File: src/rtl/f8_alu.sv
// f8 CPU arithmetic/logic unit: combinational 8/16-bit result and C/Z/N flags,
// plus a registered copy of the last result for trace.
module f8_alu (
  input  logic        clk,
  input  logic        reset_n,
  input  logic [4:0]  aluinst,
  input  logic [15:0] op0,
  input  logic [15:0] op1,
  input  logic [15:0] op2,
  input  logic        c_in,
  input  logic        swapop_in,
  output logic [15:0] result_reg,
  output logic [15:0] result_mem,
  output logic        c_out,
  output logic        z_out,
  output logic        n_out,
  output logic [15:0] result_q
);

  typedef enum logic [4:0] {
    ALU_PASS0  = 5'd0,
    ALU_PASSW0 = 5'd1,
    ALU_ADD    = 5'd2,
    ALU_ADC    = 5'd3,
    ALU_SUB    = 5'd4,
    ALU_SBC    = 5'd5,
    ALU_AND    = 5'd6,
    ALU_OR     = 5'd7,
    ALU_XOR    = 5'd8,
    ALU_SRL    = 5'd9,
    ALU_SLL    = 5'd10,
    ALU_RRC    = 5'd11,
    ALU_RLC    = 5'd12,
    ALU_INC    = 5'd13,
    ALU_DEC    = 5'd14,
    ALU_SUBW   = 5'd15,
    ALU_SEX    = 5'd16
  } aluinst_t;

  logic [15:0] a;
  logic [15:0] b;
  logic [7:0]  a8;
  logic [7:0]  b8;
  logic [8:0]  sum8;
  logic [16:0] sum16;
  logic [15:0] res;
  logic        carry;
  logic        wide;

  // op2 is reserved by the decoder and intentionally not used
  logic unused_op2;
  assign unused_op2 = ^op2;

  assign a  = swapop_in ? op1 : op0;
  assign b  = swapop_in ? op0 : op1;
  assign a8 = a[7:0];
  assign b8 = b[7:0];

  always_comb begin
    res   = 16'h0000;
    carry = 1'b0;
    wide  = 1'b0;
    sum8  = 9'h000;
    sum16 = 17'h00000;
    case (aluinst)
      ALU_PASSW0: begin
        res  = a;
        wide = 1'b1;
      end
      ALU_ADD: sum8 = {1'b0, a8} + {1'b0, b8};
      ALU_ADC: sum8 = {1'b0, a8} + {1'b0, b8} + {8'h00, c_in};
      ALU_SUB: sum8 = {1'b0, a8} + {1'b0, ~b8} + 9'd1;
      ALU_SBC: sum8 = {1'b0, a8} + {1'b0, ~b8} + {8'h00, c_in};
      ALU_AND: res[7:0] = a8 & b8;
      ALU_OR:  res[7:0] = a8 | b8;
      ALU_XOR: res[7:0] = a8 ^ b8;
      ALU_SRL: begin
        res[7:0] = {1'b0, a8[7:1]};
        carry    = a8[0];
      end
      ALU_SLL: begin
        res[7:0] = {a8[6:0], 1'b0};
        carry    = a8[7];
      end
      ALU_RRC: begin
        res[7:0] = {c_in, a8[7:1]};
        carry    = a8[0];
      end
      ALU_RLC: begin
        res[7:0] = {a8[6:0], c_in};
        carry    = a8[7];
      end
      ALU_INC: sum8 = {1'b0, a8} + 9'd1;
      ALU_DEC: sum8 = {1'b0, a8} + 9'h0FF;
      ALU_SUBW: begin
        sum16 = {1'b0, a} + {1'b0, ~b} + 17'd1;
        res   = sum16[15:0];
        carry = sum16[16];
        wide  = 1'b1;
      end
      ALU_SEX: begin
        res  = {{8{a8[7]}}, a8};
        wide = 1'b1;
      end
      default: res[7:0] = a8;
    endcase

    // byte arithmetic shares one 9-bit adder result
    case (aluinst)
      ALU_ADD, ALU_ADC, ALU_SUB, ALU_SBC, ALU_INC, ALU_DEC: begin
        res   = {8'h00, sum8[7:0]};
        carry = sum8[8];
      end
      default: ;
    endcase
  end

  assign result_reg = res;
  assign result_mem = res;
  assign c_out      = carry;
  assign z_out      = wide ? (res == 16'h0000) : (res[7:0] == 8'h00);
  assign n_out      = wide ? res[15] : res[7];

  always_ff @(posedge clk or negedge reset_n) begin
    if (!reset_n) result_q <= 16'h0000;
    else          result_q <= res;
  end

endmodule

File: config.mk
export PLATFORM = sky130hd
export DESIGN_NAME = f8_alu
export DESIGN_NICKNAME = d
export VERILOG_FILES = /design/src/rtl/f8_alu.sv
export SDC_FILE = /design/constraint.sdc
export NUM_CORES = 1
export LEC_CHECK = 0
export BUFFER_PORTS_ARGS = -buffer_cell sky130_fd_sc_hd__clkbuf_2
export CORE_MARGIN = 5
export CORE_UTILIZATION = 55
export CTS_BUF_LIST = sky130_fd_sc_hd__clkbuf_4 sky130_fd_sc_hd__clkbuf_8 sky130_fd_sc_hd__clkbuf_16
export DETAILED_ROUTE_END_ITERATION = 8
export PLACE_DENSITY = 0.93
export SYNTH_ARGS = -nofsm -noshare
export SYNTH_HDL_FRONTEND = slang
export SYNTH_SLANG_ARGS = --single-unit
File: constraint.sdc
create_clock -name clk -period 7.08 [get_ports clk]
set_input_delay 0.708 -clock clk [delete_from_list [all_inputs] [get_ports clk]]
set_output_delay 0.708 -clock clk [all_outputs]
set_load 0.01 [all_outputs]
==> results by group, run 1 <==
Routing
  • WL/cell: 20.4 um
  • Antenna Nets Post-Route: 0
  • 1st-pass router iterations: 7
  • First DRT Iteration DRCs: 455
  • Post-route DRC violation count: 0
  • Via density: 6.58
  • Detailed Route WL: 14700 um
  • Via Count: 4731

Floorplanning
  • Core area: 0.00769 mm2
  • DIE AREA: 0.00968 mm2
  • Die W: 98.4 um
  • Die Y: 98.4 um
  • Row count: 32
  • Initial Utilization: 55.9%
  • Io pins: 108

Place
  • Count of input and output buffers: 91
  • Final Wtd Congestion: 0.967
  • DP HPWL: 11800 um

Synthesis
  • Cells after synthesis: 566
  • Yosys reg bits: 16
  • Post-synth ARST share: 100%
  • Yosys warns: 0
  • Post-synthesis cell type count: 79
  • Ys flop type: dfrtp_1
  • Cell Area, Synth: 0.00430 mm2
  • Register area share after synthesis: 9.31%
  • Syn nets: 671
  • Number of synthesized flops with an enable pin: 0
  • Syn_area_per_cell: 7.60 um2

Final layout
  • Max FFs per register: 16
  • Biggest registers after layout: result_q (16)
  • Area grow syn2layout: 9.14%
  • Final Util: 61.0%
  • Top reg by flops: result_q
  • Commonest non-fill, non-tap cells in the layout: 91 x clkbuf_2, 44 x ha_1, 38 x nand2_1, 37 x inv_1
  • Most common cell after layout, fill and taps aside: clkbuf_2
  • Layout cell share with drive strength beyond 1: 19.8%
  • Diodes inserted: 0
  • Nets@finish: 724

GRT
  • Pin count of the biggest net entering global routing: 31
  • Vias in the first global route: 4510
  • First-pass GRT wire length: 23100 um
  • Grt total ovfl: 0
  • GRT Util Overall: 29.0%
  • Initial antenna violation count: 0

CTS
  • H-Tree Depth: 1
  • Max Buffers Root-to-Sink: 2
  • Setup Buffers After CTS: 0
  • # clock sinks: 16
  • Cts repair resizes: 0
  • CTS tree: yes
  • Worst-path clk slew: 0.05 ns
  • Hold buffer count at CTS: 0
  • CTS Buf Count: 3
  • Root buffer cell: clkbuf_8

Worst setup path
  • Kind of critical path: input pin to output port
  • Startpoint types: input pin
  • Max Fanout on Critical Path: 7
  • WP data required: 6.37 ns
  • Setup crit end kind: output port
  • CP Data Arrival Time: 5.12 ns

STA
  • Minimum clock period: 5.83 ns
  • Final Hold Viols: 0
  • Hold slack: 0.378 ns
  • Worst slew pin tran: 1.07 ns
  • Final period utilization: 82.4%
  • Unrepaired setup endpoints after global routing: no
  • Final Slew Violations: 0
  • Total Neg Setup Slack: 0 ns
  • Final setup violation count: 0
  • Slew margin rel.: 29.0%
  • Max Freq: 171 MHz

Run
  • Max-cap violation count: 0

Pwr
  • P_leak: 2.24 nW
  • Peak supply drop: 53.6 uV
  • Overall Power: 0.640 mW
  • Cell Pwr Density: 136 mW/mm2

Min path
  • Worst min path class: input pin to asynchronous set/reset pin

Status
  • Status: finished, final reports clean
## worst max-delay path by stage
| stage | start | to | depth (start not counted) |
|---|---|---|---|
| 2_1_floorplan | swapop_in | z_out | 16 |
| 3_3_place_gp | swapop_in | z_out | 15 |
| 3_5_place_dp | swapop_in | z_out | 15 |
| 4_1_cts | swapop_in | z_out | 15 |
| 5_1_grt | swapop_in | z_out | 14 |
| 6_report | swapop_in | z_out | 14 |
## final cells by class
cell class	count	area (um2)
fillers	726	3000
repair buffers	92	463
inverters	38	143
clock buffers	3	41.3
flip-flops and latches	16	400
well taps	102	128
multi-input cells	468	3520
## critical path, stage by stage
cell       delay (ns)
clkbuf_2         0.27
mux2i_1          0.62
inv_1            0.35
fa_1             0.56
nor2b_1          0.17
o21ai_0          0.43
nand3_1          0.18
a41o_1           0.33
xnor2_1          0.15
o21ai_0          0.25
a2111oi_0        0.49
nand4bb_1        0.18
nor4_2           0.24
clkbuf_2         0.17
## routing by layer
layer	vias to the layer above	wire length, um	track usage (%)
met5	-	0	0
met4	0	370	10.1
met3	36	1360	3.96
met2	268	6790	47.2
met1	2248	6140	39.5
li1	2179	-	-
## cell usage after synthesis, drive strengths merged (4+ instances only)
library cell	instances	area (um2)
o221ai	6	52.6
nor2	34	130
nand3	13	65.1
clkbuf	20	75.1
a221oi	5	43.8
a21o	10	75.1
mux2i	29	303
nor4	5	37.5
and2	5	31.3
nor3	17	85.1
o21ai	29	145
a31oi	4	25.0
o31ai	5	37.5
nand2b	12	75.1
a211o	6	52.6
a211oi	12	90.1
inv	38	143
or2	4	25.0
a21oi	33	165
or3	9	61.3
fa	4	80.1
xor2	12	105
o2111ai	4	35.0
xnor2	27	236
o211ai	6	45.0
nor3b	8	76.3
nor2b	12	75.1
and3	4	25.0
dfrtp	16	400
o22ai	9	56.3
ha	44	551
nand2	38	143
a2111oi	5	62.6
buf	24	164
mux2	8	90.1
## report_power, final
group,internal [mW],switching (mW),total (mW)
sequential,0.101,0.00230,0.104
clock,0.0376,0.0268,0.0644
combinational,0.181,0.291,0.472
## cell families (layout without fill, tap and decap cells)
logic type                 after synthesis  in the layout  synth area share (%)
AOI/OAI and AO/OA                      169            169                  28.1
xor gates and xnor gates                39             39                  7.95
adders and majority gates               48             48                  14.7
buffers and inverters                   82            133                  8.88
DFF                                     16             16                  9.31
muxes                                   37             37                  9.14
and+or+nand+nor                        175            175                  22.0
## metrics by stage
step	worst slack, ns	instances	cell area, um2
after global placement	1.37	716	4650
after floorplan	1.41	566	4300
after detailed placement	1.32	716	4650
after CTS	1.27	719	4690
after global routing	0.796	719	4690
final	1.25	719	4690
(Power assumes the default switching activity.)
==> run 2: changes to the inputs <==
- ABC_AREA: default -> 1
- clock period: 7.08 -> 5.6 ns (I/O delays scaled with it)
==> results by group, run 2 <==
Routing
  • Met2 WL: 5780 um (-15%)
  • Top sig layer: met4
  • Detailed Route WL: 13300 um (-9.5%)
  • Antenna Nets Post-Route: 0 (unchanged)
  • First DRT Iteration DRCs: 531 (+17%)
  • M1 WL: 5630 um (-8.2%)
  • Routed wl met3: 1470 um (+7.9%)
  • Via density: 5.50 (-16%)
  • WL/cell: 13.9 um (-32%)
  • 1st-pass router iterations: 6 (-1)
  • Post-route DRC violation count: 0 (unchanged)
  • Via Count: 5240 (+11%)

CTS
  • Setup Buffers After CTS: 0 (unchanged)
  • CTS Buf Count: 3 (unchanged)
  • H-Tree Depth: 1 (unchanged)
  • Max Buffers Root-to-Sink: 2 (unchanged)
  • # clock sinks: 16 (unchanged)
  • Root buffer cell: clkbuf_8
  • CTS tree: yes
  • Hold buffer count at CTS: 0 (unchanged)
  • Cts repair resizes: 0 (unchanged)
  • Worst-path clk slew: 0.06 ns (about the same)

Synthesis
  • Yosys warns: 0 (unchanged)
  • Post-synth ARST share: 100% (unchanged)
  • Synth top area cells: nand2_1 20%, ha_1 12%, nand3_1 9.5%
  • Synth area leader: nand2_1
  • Yosys reg bits: 16 (unchanged)
  • Most instantiated cells after synthesis: 230 x nand2_1, 89 x inv_1, 85 x nor2_1
  • Syn nets: 885 (+32%)
  • Register area share after synthesis: 9.09% (-0.23 points)
  • Synth top area share: 19.6% (+6.8 points)
  • Top-count cell post-synth: nand2_1
  • Number of synthesized flops with an enable pin: 0 (unchanged)
  • Cells after synthesis: 780 (+38%)
  • Syn_area_per_cell: 5.65 um2 (-26%)
  • Ys flop type: dfrtp_1
  • Post-synthesis cell type count: 41 (-48%)
  • Cell Area, Synth: 0.00441 mm2 (+2.5%)

Worst setup path
  • CP Data Arrival Time: 3.98 ns (-1.14 ns)
  • Kind of critical path: input pin to output port
  • Max Fanout on Critical Path: 34 (+27)
  • Setup crit end kind: output port
  • WP data required: 5.04 ns (-1.33 ns)
  • Startpoint types: input pin

Final layout
  • Max FFs per register: 16 (unchanged)
  • Most common cell after layout, fill and taps aside: nand2_1
  • Fin cells: 952 (+32%)
  • Design area: 0.00488 mm2 (+4.1%)
  • Commonest non-fill, non-tap cells in the layout: 230 x nand2_1, 91 x clkbuf_2, 89 x inv_1, 85 x nor2_1, 84 x nand3_1
  • Area grow syn2layout: 10.8%
  • Top reg by flops: result_q
  • Layout cell share with drive strength beyond 1: 18.6% (-1.2 points)
  • FILL cells: 784 (+8.0%)
  • Final Util: 62.9% (+1.8 points)
  • Diodes inserted: 0 (unchanged)
  • Nets@finish: 956 (+32%)
  • Biggest registers after layout: result_q (16)

STA
  • Slew margin rel.: 24.8% (-4.2 points)
  • Unrepaired setup endpoints after global routing: no
  • PnR worst setup slack: 1.06 ns (-0.184 ns)
  • Final Hold Viols: 0 (unchanged)
  • Final setup violation count: 0 (unchanged)
  • Total Neg Setup Slack: 0 ns (unchanged)
  • Minimum clock period: 4.54 ns
  • Final Slew Violations: 0 (unchanged)
  • Worst slew pin tran: 1.12 ns (+0.0584 ns)
  • Final period utilization: 81.0%
  • Hold slack: 0.225 ns (-0.153 ns)
  • Max Freq: 220 MHz

Floorplanning
  • Row count: 32 (unchanged)
  • Die W: 99.5 um (+1.1%)
  • Io pins: 108 (unchanged)
  • Die Y: 99.5 um (+1.1%)
  • Core area: 0.00777 mm2 (+1.0%)
  • DIE AREA: 0.00990 mm2 (+2.2%)
  • Initial Utilization: 56.7% (+0.81 points)

Pwr
  • Overall Power: 0.804 mW (+26%)
  • Clock Power Share: 12.3% (+2.2 points)
  • P_leak: 2.72 nW (+21%)
  • Peak supply drop: 74.5 uV (+39%)
  • Cell Pwr Density: 165 mW/mm2 (+21%)
  • Internal power: 0.377 mW (+18%)
  • Sw frac: 53.1% (+3.1 points)
  • Register share of total power: 16.4% (+0.2 points)
  • Logic pwr share: 71.3% (-2.4 points)
  • Net Switching: 0.427 mW (+33%)

Place
  • DP Worst Slack: 1.14 ns (-0.188 ns)
  • DP HPWL: 11300 um (-4.0%)
  • Dpl cell area: 0.00483 mm2 (+3.8%)
  • Count of input and output buffers: 91 (unchanged)
  • Placed insts: 948 (+32%)
  • Final Wtd Congestion: 0.980 (+1.3%)

GRT
  • Initial antenna violation count: 0 (unchanged)
  • GRT Util Overall: 26.3% (-2.7 points)
  • Grt total ovfl: 0 (unchanged)
  • Vias in the first global route: 4734 (+5.0%)
  • Pin count of the biggest net entering global routing: 35 (+13%)
  • First-pass GRT wire length: 21700 um (-6.1%)

Status
  • Status: finished, final reports clean

Min path
  • Worst min path class: input pin to asynchronous set/reset pin

Run
  • Max-cap violation count: 0 (unchanged)
run 2: changes by cell type after synthesis, moves of 19 or more:
cell / before / now
nand2_1: 38 / 230
inv_1: 37 / 89
nor2_1: 33 / 85
mux2i_1: 28 / 9
xnor2_1: 27 / 2
nand3_1: 13 / 84
run 2: final cells by class:
cell class	instances	area (um2)	area share, %
repair buffers	93	470	9.63
inverters	103	387	7.92
well taps	102	128	2.61
clock buffers	4	55.1	1.13
flip-flops and latches	16	400	8.20
multi-input cells	634	3440	70.5
run 2: worst max-delay path by stage:
stage,from,to,cells after the start
2_1_floorplan,swapop_in,z_out,19
3_3_place_gp,swapop_in,z_out,22
3_5_place_dp,swapop_in,z_out,23
4_1_cts,swapop_in,z_out,23
5_1_grt,swapop_in,z_out,20
6_report,swapop_in,z_out,23
run 2: cells by family (layout without fill, tap and decap cells):
kind of cell,after synthesis,count (layout),synth area share (%)
adders and majority gates,48,48,14.3
xor gates and xnor gates,3,3,0.596
and+or+nand+nor,461,461,46.5
muxes,9,9,2.04
DFF,16,16,9.09
buffers and inverters,130,200,12.8
AOI/OAI and AO/OA,113,113,14.7
run 2: power by group through the flow:
stage / registers [mW] / logic (mW) / clock network [mW]
6_report: 0.132 / 0.573 / 0.0985
5_1_grt: 0.133 / 0.640 / 0.105
4_1_cts: 0.132 / 0.562 / 0.102
3_5_place_dp: 0.134 / 0.559 / 0
3_3_place_gp: 0.133 / 0.548 / 0
2_1_floorplan: 0.142 / 0.409 / 0
run 2: metal layers:
layer | track usage [%] | vias to the layer above
met4 | 7.77 | 0
met3 | 4.42 | 28
met2 | 43.0 | 286
met5 | 0 | -
met1 | 35.5 | 2272
li1 | - | 2654
run 2: critical path: stages:
cell and delay [ns]:
clkbuf_2 0.15, buf_4 0.36, o21ai_2 0.10, buf_4 0.19
inv_1 0.18, ha_1 0.23, inv_1 0.06, fa_1 0.48
inv_1 0.11, ha_1 0.15, inv_1 0.05, nor2_1 0.14
nand2_1 0.09, nor2_1 0.17, nand3_1 0.15, nand2_1 0.08
nor2_1 0.04, nor2_1 0.08, nand3_1 0.18, nor2_1 0.13
nand2_1 0.06, nor2_1 0.08, clkbuf_2 0.14
==> run 3: changes to the inputs <==
- CORE_UTILIZATION: 55 -> 51
- PLACE_DENSITY: 0.93 -> 0.91
- clock period: 5.6 -> 4.1 ns (I/O delays scaled with it)
==> results by group, run 3 (same netlist as run 2, synthesis figures left out) <==
STA
  • Worst slew pin tran: 0.820 ns (-0.304 ns)
  • Slew margin rel.: 45.2% (+20 points)
  • Final setup violation count: 0 (unchanged)
  • Max Freq: 258 MHz
  • Final Hold Viols: 0 (unchanged)
  • Final period utilization: 94.4%
  • Minimum clock period: 3.87 ns
  • Final Slew Violations: 0 (unchanged)
  • Total Neg Setup Slack: 0 ns (unchanged)

Floorplanning
  • Initial Utilization: 51.5% (-5.2 points)
  • Die Y: 103 um (+3.5%)
  • Die W: 103 um (+3.5%)
  • Io pins: 108 (unchanged)
  • Row count: 34 (+6.3%)
  • DIE AREA: 0.0106 mm2 (+7.0%)
  • Core area: 0.00855 mm2 (+10%)

Routing
  • Via density: 5.54 (+0.59%)
  • First DRT Iteration DRCs: 554 (+4.3%)
  • Via Count: 5437 (+3.8%)
  • Top sig layer: met4
  • Antenna Nets Post-Route: 0 (unchanged)
  • M1 WL: 5890 um (+4.6%)
  • Detailed Route WL: 13700 um (+3.6%)
  • Routed wl met3: 1310 um (-11%)
  • WL/cell: 14.0 um (+0.46%)
  • Post-route DRC violation count: 0 (unchanged)
  • 1st-pass router iterations: 5 (-1)
  • Met2 WL: 6220 um (+7.6%)

Pwr
  • Sw frac: 52.1% (-0.98 points)
  • Register share of total power: 15.7% (-0.7 points)
  • Clock Power Share: 11.8% (-0.5 points)
  • Internal power: 0.548 mW (+45%)
  • Peak supply drop: 120 uV (+61%)
  • Logic pwr share: 72.5% (+1.2 points)
  • Cell Pwr Density: 224 mW/mm2 (+36%)
  • P_leak: 2.85 nW (+4.5%)
  • Net Switching: 0.597 mW (+40%)

Status
  • Status: finished, final reports clean

Place
  • DP HPWL: 11500 um (+1.7%)
  • Final Wtd Congestion: 1.01 (+3.1%)
  • Dpl cell area: 0.00498 mm2 (+3.1%)
  • Count of input and output buffers: 91 (unchanged)
  • Placed insts: 973 (+2.6%)

Final layout
  • Commonest non-fill, non-tap cells in the layout: 230 x nand2_1, 90 x clkbuf_2, 89 x inv_1, 82 x nor2_1, 82 x nand3_1
  • Top reg by flops: result_q
  • Final Util: 59.8% (-3.1 points)
  • Reg area: 400 um2 (unchanged)
  • FILL cells: 887 (+13%)
  • Area grow syn2layout: 16.0%
  • Nets@finish: 980 (+2.5%)
  • Diodes inserted: 0 (unchanged)
  • Fin cells: 982 (+3.2%)
  • Biggest registers after layout: result_q (16)
  • Most common cell after layout, fill and taps aside: nand2_1
  • Multi-input logic area: 0.00348 mm2 (+1.0%)
  • Layout cell share with drive strength beyond 1: 22.1% (+3.5 points)
  • Max FFs per register: 16 (unchanged)
  • Design area: 0.00511 mm2 (+4.7%)

Worst setup path
  • Setup crit end kind: output port
  • CP delay by family, top: simple AND/OR/NAND/NOR gates
  • CP Data Arrival Time: 3.46 ns (-0.52 ns)
  • WP data required: 3.69 ns (-1.35 ns)
  • Most Frequent Cell on Critical Path: nand2_1
  • Kind of critical path: input pin to output port
  • Crit-path cells: clkbuf_4 -> inv_2 -> buf_4 -> or2_2 -> o21ai_0 -> ha_2 -> inv_1 -> a21oi_2 -> nand2_1 -> nand2_1 -> nand2_1 -> nor2_2 -> nand2_1 -> nand2_1 -> o21ai_1 -> nor2_1 -> nand3_2 -> nor2_1 -> nand2_1 -> nor2_1 -> clkbuf_2
  • Max Fanout on Critical Path: 15 (-56%)
  • Crit path largest cell delay: 0.36 ns (-0.12 ns)
  • Slowest library cell on the worst path: ha_2
  • Buffer and inverter count on the worst path: 5 (-3)
  • Startpoint types: input pin

CTS
  • CTS tree: yes
  • Max Buffers Root-to-Sink: 2 (unchanged)
  • CTS Buf Count: 3 (unchanged)
  • H-Tree Depth: 1 (unchanged)
  • Worst-path clk slew: 0.06 ns (about the same)
  • Hold buffer count at CTS: 0 (unchanged)
  • # clock sinks: 16 (unchanged)
  • Root buffer cell: clkbuf_8

GRT
  • First-pass GRT wire length: 21300 um (-2.1%)
  • Initial antenna violation count: 0 (unchanged)
  • Grt total ovfl: 0 (unchanged)
  • Pin count of the biggest net entering global routing: 33 (-5.7%)
  • GRT Util Overall: 24.8% (-1.5 points)
  • Vias in the first global route: 4513 (-4.7%)

Min path
  • Worst min path class: input pin to asynchronous set/reset pin

Run
  • Max-cap violation count: 0 (unchanged)
## run 3: changes by cell type in the layout (fill, tap and decap cells not counted), sizes merged
cell	change
buf	+24
## run 3: metal layers
layer	up-vias	global-route usage (%)
li1	2695	-
met1	2383	35.8
met2	322	39.9
met3	37	2.23
met4	0	6.08
met5	-	0
## run 3: cell type report
class / count / share of cell area [%]
Multi-Input combinational cell: 634 / 68.0
Tap cell: 108 / 2.64
Inverter: 103 / 7.56
Timing Repair Buffer: 117 / 12.8
Clock buffer: 4 / 1.08
Sequential cell: 16 / 7.83
## run 3: final timing paths
path | from | endpoint | slack [ns] | cells after the start
max | swapop_in | z_out | 0.23 | 21
min | reset_n | result_q[3]$_DFF_PN0_ | 0.08 | 1
max in group asynchronous | reset_n | result_q[14]$_DFF_PN0_ | 3.75 | 1
min in group clk | op0[14] | result_q[14]$_DFF_PN0_ | 0.65 | 5
## run 3: per-stage QoR
| step | hold slack (ns) | power (mW) | setup WS, ns |
|---|---|---|---|
| floorplan | 0.114 | 0.753 | 0.356 |
| global placement | 0.341 | 0.957 | 0.0762 |
| detailed placement | 0.344 | 0.975 | 0.0220 |
| CTS | 0.0811 | 1.11 | 0.0274 |
| global route | 0.106 | 1.25 | -0.0262 |
| finish | 0.0750 | 1.15 | 0.230 |
## run 3: power by group through the flow
stage	clock (mW)	combinational (mW)	sequential, mW
4_1_cts	0.138	0.795	0.180
5_1_grt	0.145	0.924	0.182
6_report	0.135	0.831	0.180
3_3_place_gp	0	0.775	0.182
2_1_floorplan	0	0.559	0.193
3_5_place_dp	0	0.792	0.183
## run 3: repair_timing
| action | in CTS | in global routing |
|---|---|---|
| endpoints found under the setup margin | 0 | 7 |
| buffers inserted | 0 | 5 |
| gates resized for setup | 0 | 15 |
